File: src/rtl/regfile_write_arbiter.sv
// Round-robin arbiter sharing the register-file write port between the
// ALU/EX writeback (requester 0) and the load/MEM writeback (requester 1).
// The granted write is registered and presented to the register file one
// cycle later; writes aimed at the hard-wired zero register are accepted
// but never issued. Issued and dropped writes are counted for debug.
module regfile_write_arbiter #(
  parameter int DATA_WIDTH = 64,
  parameter int ADDR_WIDTH = 5,
  parameter int ZERO_REG   = 31,
  parameter int CNT_WIDTH  = 16
) (
  input  logic                  clk,
  input  logic                  rst_n,
  input  logic                  arb_en,
  input  logic [1:0]            req_valid,
  input  logic [ADDR_WIDTH-1:0] req_reg0,
  input  logic [DATA_WIDTH-1:0] req_data0,
  input  logic [ADDR_WIDTH-1:0] req_reg1,
  input  logic [DATA_WIDTH-1:0] req_data1,
  output logic [1:0]            req_ready,
  output logic                  REG_WRITE,
  output logic [ADDR_WIDTH-1:0] write_reg,
  output logic [DATA_WIDTH-1:0] writeData,
  output logic                  busy,
  output logic [CNT_WIDTH-1:0]  wr_count,
  output logic [CNT_WIDTH-1:0]  drop_count
);

  // ptr_q names the requester that wins when both are valid
  logic                  ptr_q, ptr_d;
  logic                  reg_write_q, reg_write_d;
  logic [ADDR_WIDTH-1:0] write_reg_q, write_reg_d;
  logic [DATA_WIDTH-1:0] write_data_q, write_data_d;
  logic [CNT_WIDTH-1:0]  wr_count_q, wr_count_d;
  logic [CNT_WIDTH-1:0]  drop_count_q, drop_count_d;

  logic                  xfer;
  logic                  sel;
  logic                  sel_zero;
  logic [ADDR_WIDTH-1:0] sel_reg;
  logic [DATA_WIDTH-1:0] sel_data;

  // Grant: one-hot or zero, only to a valid requester, held off during reset
  always_comb begin
    req_ready = 2'b00;
    if (rst_n && arb_en) begin
      case (req_valid)
        2'b01:   req_ready = 2'b01;
        2'b10:   req_ready = 2'b10;
        2'b11:   req_ready = ptr_q ? 2'b10 : 2'b01;
        default: req_ready = 2'b00;
      endcase
    end
  end

  // Next-state: pointer rotation, output register load and counter updates
  always_comb begin
    xfer         = |req_ready;
    sel          = req_ready[1];
    sel_reg      = sel ? req_reg1 : req_reg0;
    sel_data     = sel ? req_data1 : req_data0;
    sel_zero     = (sel_reg == ADDR_WIDTH'(ZERO_REG));
    ptr_d        = ptr_q;
    reg_write_d  = 1'b0;
    write_reg_d  = write_reg_q;
    write_data_d = write_data_q;
    wr_count_d   = wr_count_q;
    drop_count_d = drop_count_q;
    if (xfer) begin
      // the requester that lost (or was idle) gets priority next time
      ptr_d = ~sel;
      if (sel_zero) begin
        drop_count_d = drop_count_q + CNT_WIDTH'(1);
      end else begin
        reg_write_d  = 1'b1;
        write_reg_d  = sel_reg;
        write_data_d = sel_data;
        wr_count_d   = wr_count_q + CNT_WIDTH'(1);
      end
    end
  end

  // State registers; reset discards any pending write immediately
  always_ff @(posedge clk or negedge rst_n) begin
    if (!rst_n) begin
      ptr_q        <= 1'b0;
      reg_write_q  <= 1'b0;
      write_reg_q  <= '0;
      write_data_q <= '0;
      wr_count_q   <= '0;
      drop_count_q <= '0;
    end else begin
      ptr_q        <= ptr_d;
      reg_write_q  <= reg_write_d;
      write_reg_q  <= write_reg_d;
      write_data_q <= write_data_d;
      wr_count_q   <= wr_count_d;
      drop_count_q <= drop_count_d;
    end
  end

  assign REG_WRITE  = reg_write_q;
  assign write_reg  = write_reg_q;
  assign writeData  = write_data_q;
  assign wr_count   = wr_count_q;
  assign drop_count = drop_count_q;
  assign busy       = reg_write_q | (|req_valid);

endmodule

File: config.mk
export PLATFORM = sky130hd
export DESIGN_NAME = regfile_write_arbiter
export DESIGN_NICKNAME = d
export VERILOG_FILES = /design/src/rtl/regfile_write_arbiter.sv
export SDC_FILE = /design/constraint.sdc
export NUM_CORES = 1
export LEC_CHECK = 0
export BUFFER_PORTS_ARGS = -buffer_cell sky130_fd_sc_hd__buf_2
export CAP_MARGIN = 20
export CORE_ASPECT_RATIO = 1.1
export CORE_MARGIN = 4
export CORE_UTILIZATION = 47
export DETAILED_ROUTE_END_ITERATION = 10
export GPL_ROUTABILITY_DRIVEN = 0
export MAX_ROUTING_LAYER = met4
export PLACE_DENSITY_LB_ADDON = 0.15
export SLEW_MARGIN = 20
export SYNTH_ARGS = -nofsm -noshare
export SYNTH_HDL_FRONTEND = slang
export SYNTH_SLANG_ARGS = --single-unit
File: constraint.sdc
create_clock -name clk -period 1.95 [get_ports clk]
set_input_delay 0.2925 -clock clk [delete_from_list [all_inputs] [get_ports clk]]
set_output_delay 0.2925 -clock clk [all_outputs]
set_load 0.005 [all_outputs]
==> metrics, run 1 <==
clk_lat worst skew=around 0.34 ns; Worst Tran Pin Value=0.668 ns; max reg flops=64; post-synth top area share=around half; max_slew headroom=between 50% and 60%; Initial DRC Count=87; Slew Viols, Final=0; Die Width=107 µm; vias post-DR=4,048; Sw Ratio=27.5%; Net count, final=a little under 800; # rows=39; core outline area=0.0105 mm²; Ant. Diodes=0; pin count of the biggest net entering global routing=69; number of setup buffers added after CTS=0; H-tree Lvls=3; Period minus WS final=1.89 ns; clk sink count=103; Worst R2R End=writeData[34]; largest cells by area after synthesis=dfrtp_1 (50%), mux2_2 (17%), mux2_1 (13%); Hold Crit Class=in2async; Sequential Power Share=47.0%; initial antenna violation count=0; total track usage=21.6%; Post-Syn Area=0.00512 mm²; CTS root buf=clkbuf_16; CP bufs+invs=1; LEAKAGE=3.51 nW; number of synthesized flops with an enable pin=0; post-synthesis register bit count=103; Critical Path Fanout Max=34; Hold Slack=~0.20 ns; CP Data Required Time=2.16 ns; Combinational Power Share=between 20% and 30%; Synth cell types=35; # DRC=0; R2R depth=5; Synth Instances=roughly 380; Die ar.=0.0126 mm²; I/O Buffers=247; layout cells sized above 1=between 50% and 60%; final wirelength=13,500 µm; grt ovf=0; Int Pwr=between 4 and 5 mW; worst IR drop on VDD=between 0.4 and 0.5 mV; CP Data Arrival Time=2.10 ns; Syn. warnings=0; register area share after synthesis=50.4%; max_cap viols=0; Top delay family on crit path=multiplexers; Worst Skew=between 0.01 and 0.015 ns; CTS tree=done; Die Height=117 µm; Clock Power Share=31.1%; DRT antenna net count=0; Post-Synthesis Net Count=between 500 and 600; dpl hpwl=10,300 µm; Longest Clk Path Bufs=2; Final setup violation count=0; Avg WL per Cell=17.3 µm; Worst R2R Setup Slack=0.06 ns; final cell utilization of the core=around 66%; Final Cycle Share=96.7%; CP cell instances=nor2b_2 -> or2_2 -> clkbuf_16 -> mux2_2 -> mux2_1; clk slew on worst S/H paths=0.07 ns; critical path class=reg2reg; worst r2r src=ptr_q; Net Sw Power=1.58 mW; final hold violations=0; Pwr Density=823 mW/mm²; post-synthesis async set-or-reset flop share=100%; Pwr Total=5.74 mW; total CTS buffers=9; Largest stage delay, worst path=0.41 ns; leading area contributor after synthesis=dfrtp_1; initial core utilization=48.8%; CP max-delay cell=dfrtp_1; layout overhead on the synthesized area=36.3%; f_max=530 MHz; TNS Setup=0 ns; number of global-route vias before repair=4,366; I/O pin total=248; Avg Cell Area, Syn=13.4 µm²; Initial DRT Pass Iterations=4; Main synth FF type=dfrtp_1; CP endpoint kind=register; routed vias/inst=just over 5; first-pass GRT wire length=21,300 µm; status=finished, final reports clean; Setup crit start kind=register
## worst min-delay path, stage by stage
cell and delay [ns]:
buf_4 0.10, buf_4 0.12, buf_4 0.51
## power groups by stage
stage	logic (mW)	clock network [mW]	registers (mW)
finish	1.26	1.78	2.70
global route	1.39	1.93	2.75
CTS	1.28	1.83	2.70
detailed placement	1.27	0	2.73
global placement	1.24	0	2.72
floorplan	0.482	0	2.76
## worst max path at each step
stage | start | end | cells after the start
final | ptr_q | writeData[34] | 5
after global routing | ptr_q | drop_count[12] | 5
after CTS | ptr_q | writeData[2] | 5
after detailed placement | req_valid[0] | drop_count[11] | 6
after global placement | req_valid[0] | drop_count[13] | 6
after floorplan | ptr_q | writeData[29] | 6
## metrics by stage
| step | cell area [µm²] | std cells | worst slack (ns) |
|---|---|---|---|
| finish | 6980 | 783 | 0.0646 |
| global route | 6980 | 783 | -0.0252 |
| CTS | 6910 | 782 | 0.0124 |
| detailed placement | 6610 | 766 | -0.0661 |
| global placement | 6610 | 766 | 0.0141 |
| floorplan | 5120 | 381 | 0.153 |
## routing by layer
| metal | global-route usage, % | routed length (µm) |
|---|---|---|
| met1 | 24.8 | 5130 |
| met2 | 38.1 | 7280 |
| met3 | 3.63 | 782 |
| met4 | 7.42 | 320 |
| met5 | - | 0 |
## cells by family (layout without fill, tap and decap cells)
family | after synthesis | count (layout) | synth area share (%)
flip-flops | 103 | 103 | 50.4
AND/OR/NAND/NOR | 59 | 59 | 7.24
adder cells (fa/ha/maj) | 2 | 2 | 0.489
AO/OA/AOI/OAI | 23 | 23 | 4.13
multiplexers | 137 | 137 | 30.1
buffers and inverters | 27 | 286 | 2.54
XOR/XNOR | 30 | 30 | 5.14
## Yosys cell counts (all sizes together) (2+ instances only)
master     n
and4       2
xor2      17
mux2     134
and4b      2
nor4b      2
o211ai     2
dfrtp    103
a2111oi    7
inv        2
a21oi      8
and3       8
nand3      9
nand2     11
nand4b     3
xnor2     13
a2bb2oi    3
nand4     16
clkbuf     5
ha         2
buf       20
mux2i      3
## cell type report
cell class | instances | area, µm²
Clock buffer | 11 | 253
Clock inverter | 5 | 47.5
Fill cell | 854 | 3520
Inverter | 2 | 7.51
Multi-Input combinational cell | 251 | 2440
Sequential cell | 103 | 2580
Tap cell | 143 | 179
Timing Repair Buffer | 268 | 1480
## cells in the final DEF (no fill, tap or decap), types with 3 or more instances in the layout
cell type	Yosys	layout
nand4b_1	3	3
mux2_2	77	77
nand3_1	7	7
buf_12	0	3
a2bb2oi_1	3	3
a21oi_1	8	8
a2111oi_2	7	5
nand4_1	16	16
and3_1	8	8
buf_4	0	16
xnor2_1	13	13
clkbuf_16	0	10
buf_2	17	246
mux2i_1	3	3
nand2_1	11	11
xor2_1	17	17
dfrtp_1	103	103
mux2_1	57	57
## repair_timing
action,in CTS,in global routing
resized for setup,1,4
hold endpoints to repair,0,0
hold buffers,0,0
setup endpoints to repair,7,29
cloned,0,1
Note: power is estimated with default switching activity, not from simulation.
==> inputs of run 2 (changes only) <==
--- a/config.mk
+++ b/config.mk
@@ -5,11 +5,12 @@
 export SDC_FILE = /design/constraint.sdc
 export NUM_CORES = 1
 export LEC_CHECK = 0
+export ABC_AREA = 1
 export BUFFER_PORTS_ARGS = -buffer_cell sky130_fd_sc_hd__buf_2
 export CAP_MARGIN = 20
 export CORE_ASPECT_RATIO = 1.1
 export CORE_MARGIN = 4
-export CORE_UTILIZATION = 47
+export CORE_UTILIZATION = 48
 export DETAILED_ROUTE_END_ITERATION = 10
 export GPL_ROUTABILITY_DRIVEN = 0
 export MAX_ROUTING_LAYER = met4
==> metrics, run 2 <==
Final setup violation count=0 (unchanged); I/O pin total=248 (unchanged); initial core utilization=49.2% (+0.48 points); final hold violations=0 (unchanged); I/O Buffers=247 (unchanged); most common cell after layout, fill and taps aside=nand2_1; vias post-DR=5,970 (+47%); Initial DRC Count=358 (+310%); register area share after synthesis=45.3% (-5.0 points); pin count of the biggest net entering global routing=62 (-10%); dpl hpwl=12,000 µm (+17%); clk_lat worst skew=0.34 ns (about the same); number of global-route vias before repair=5,613 (+29%); largest family of logic cells by synthesized area=simple AND/OR/NAND/NOR gates; TNS Setup=0 ns (unchanged); post-synthesis register bit count=103 (unchanged); Die Height=122 µm (+4.0%); Pwr Density=766 mW/mm² (-6.9%); Combinational Power Share=21.4% (-0.5 points); final wirelength=16,900 µm (+25%); Avg Cell Area, Syn=7.06 µm² (-47%); Hold Crit Class=in2async; commonest cells in the netlist=nand2_1 (441), nand3_1 (105), dfrtp_1 (103), nor2_1 (24), inv_1 (23); Setup crit start kind=register; H-tree Lvls=3 (unchanged); Sequential Power Share=45.6% (-1.4 points); Hold Slack=0.0659 ns (-0.139 ns); max_cap viols=0 (unchanged); Worst Skew=0.00730 ns (-0.00309 ns); Synth Area in Adders=0.440% (-0.049 points); XOR/XNOR Fraction of Synth Area=3.54% (-1.6 points); # rows=41 (+5.1%); f_max=550 MHz (+3.7%); Compound-Gate Fraction of Synth Area=0.638% (-3.5 points); Period minus WS final=1.82 ns (-0.0666 ns); most frequent cell after synthesis=nand2_1; simple-gate share of the synthesized area=43.8% (+37 points); CP endpoint kind=output port; Net Sw Power=1.63 mW (+3.1%); RSZ-0062 raised after global routing=false; Longest Clk Path Bufs=2 (unchanged); CP Data Arrival Time=1.53 ns (-0.57 ns); Die ar.=0.0136 mm² (+8.2%); Synth Instances=805 (+110%); max_slew headroom=49.5% (-5.9 points); leading area contributor after synthesis=dfrtp_1; clk slew on worst S/H paths=0.07 ns (about the same); Main synth FF type=dfrtp_1; Post-Syn Area=0.00568 mm² (+11%); max reg flops=64 (unchanged); routed vias/inst=4.98 (-3.6%); Die Width=112 µm (+4.0%); Initial DRT Pass Iterations=5 (+1); number of synthesized flops with an enable pin=0 (unchanged); layout cells sized above 1=28.5% (-30 points); Avg WL per Cell=14.1 µm (-18%); Worst Tran Pin Value=0.757 ns (+0.0891 ns); CP Data Required Time=1.66 ns (-0.50 ns); first-pass GRT wire length=27,400 µm (+29%); Ant. Diodes=0 (unchanged); total track usage=25.4% (+3.8 points); initial antenna violation count=0 (unchanged); CTS tree=done; LEAKAGE=4.47 nW (+28%); total CTS buffers=9 (unchanged); Int Pwr=4.11 mW (-1.2%); Critical Path Fanout Max=18 (-47%); Slew Viols, Final=0 (unchanged); worst IR drop on VDD=0.366 mV (-20%); mux contribution to synthesized area=0% (-30 points); Syn. warnings=0 (unchanged); clk sink count=103 (unchanged); grt ovf=0 (unchanged); Post-Synthesis Net Count=950 (+81%); layout overhead on the synthesized area=31.9%; most frequent cells in the layout=nand2_1 (441), buf_2 (246), nand3_1 (105); post-synth top area share=45.3% (-5.0 points); CTS root buf=clkbuf_16; Synth cell types=23 (-34%); # hold bufs at CTS=0 (unchanged); DRT antenna net count=0 (unchanged); post-synthesis async set-or-reset flop share=100% (unchanged); Final Cycle Share=93.3% (-3.4 points); # DRC=0 (unchanged); core outline area=0.0115 mm² (+10%); Clock Power Share=33.0% (+1.9 points); status=finished, final reports clean; largest cells by area after synthesis=dfrtp_1 (45%), nand2_1 (29%), nand3_1 (9.2%); Sw Ratio=28.4% (+0.87 points); Net count, final=1,188 (+52%); critical path class=reg2out
==> run 2: worst max-delay path, stage by stage (launching register included) <==
cell	delay, ns
dfrtp_1	0.40
nand2_1	0.09
nand2_2	0.07
nand2_4	0.11
buf_12	0.17
inv_2	0.08
buf_12	0.14
buf_2	0.12
==> run 2: cell type report <==
type | instances | area [µm²]
Inverter | 24 | 90.1
Timing Repair Buffer | 273 | 1560
Clock buffer | 10 | 229
Sequential cell | 103 | 2580
Clock inverter | 6 | 83.8
Fill cell | 1065 | 4050
Tap cell | 150 | 188
Multi-Input combinational cell | 632 | 2760
==> run 2: cells by family (layout without fill, tap and decap cells) <==
logic type      Yosys count  in the layout
flops                   103            103
fa+ha+maj                 2              2
xor+xnor                 23             23
simple gates            601            601
compound gates            6              6
buf+inv                  70            313
==> run 2: power groups by stage <==
stage,clock (mW),combinational (mW),sequential [mW]
5_1_grt,2.03,1.39,2.66
6_report,1.90,1.23,2.62
4_1_cts,1.92,1.23,2.62
3_3_place_gp,0,1.20,2.65
3_5_place_dp,0,1.22,2.65
2_1_floorplan,0,0.525,2.67
==> run 2: layer usage <==
metal	up-vias	share of wire (%)	track usage, %
met5	-	0	-
met4	0	1.6	6.69
met3	19	7.3	5.22
met2	228	49	41.7
met1	2723	42	32.4
li1	3000	-	-
==> run 2: per-stage QoR <==
| stage | setup WS [ns] | power, mW | std cells | utilization [%] | cell area, µm² |
|---|---|---|---|---|---|
| final | 0.131 | 5.74 | 1198 | 64.9 | 7490 |
| after global routing | 0.0424 | 6.08 | 1198 | 64.9 | 7490 |
| after CTS | 0.0217 | 5.78 | 1196 | 64.6 | 7450 |
| after detailed placement | 0.0907 | 3.87 | 1179 | 61.5 | 7100 |
| after global placement | 0.109 | 3.85 | 1179 | 61.5 | 7100 |
| after floorplan | 0.343 | 3.19 | 805 | - | 5680 |
==> run 2: timing repair <==
item | CTS | global route
gates cloned | 1 | 1
buffers inserted | 0 | 1
setup endpoints to repair | 1 | 1
resized for setup | 2 | 2
==> run 2: worst paths after layout <==
path,startpoint,end,slack (ns),cells past startpoint
setup / recovery,ptr_q,req_ready[1],0.13,7
hold / removal,rst_n,wr_count[4],0.07,2
setup reg to reg,ptr_q,writeData[47],0.20,10
hold reg to reg,writeData[11],writeData[11],0.47,2
max in group asynchronous,rst_n,writeData[35],0.72,3
min in group clk,req_data1[20],writeData[20],0.27,5
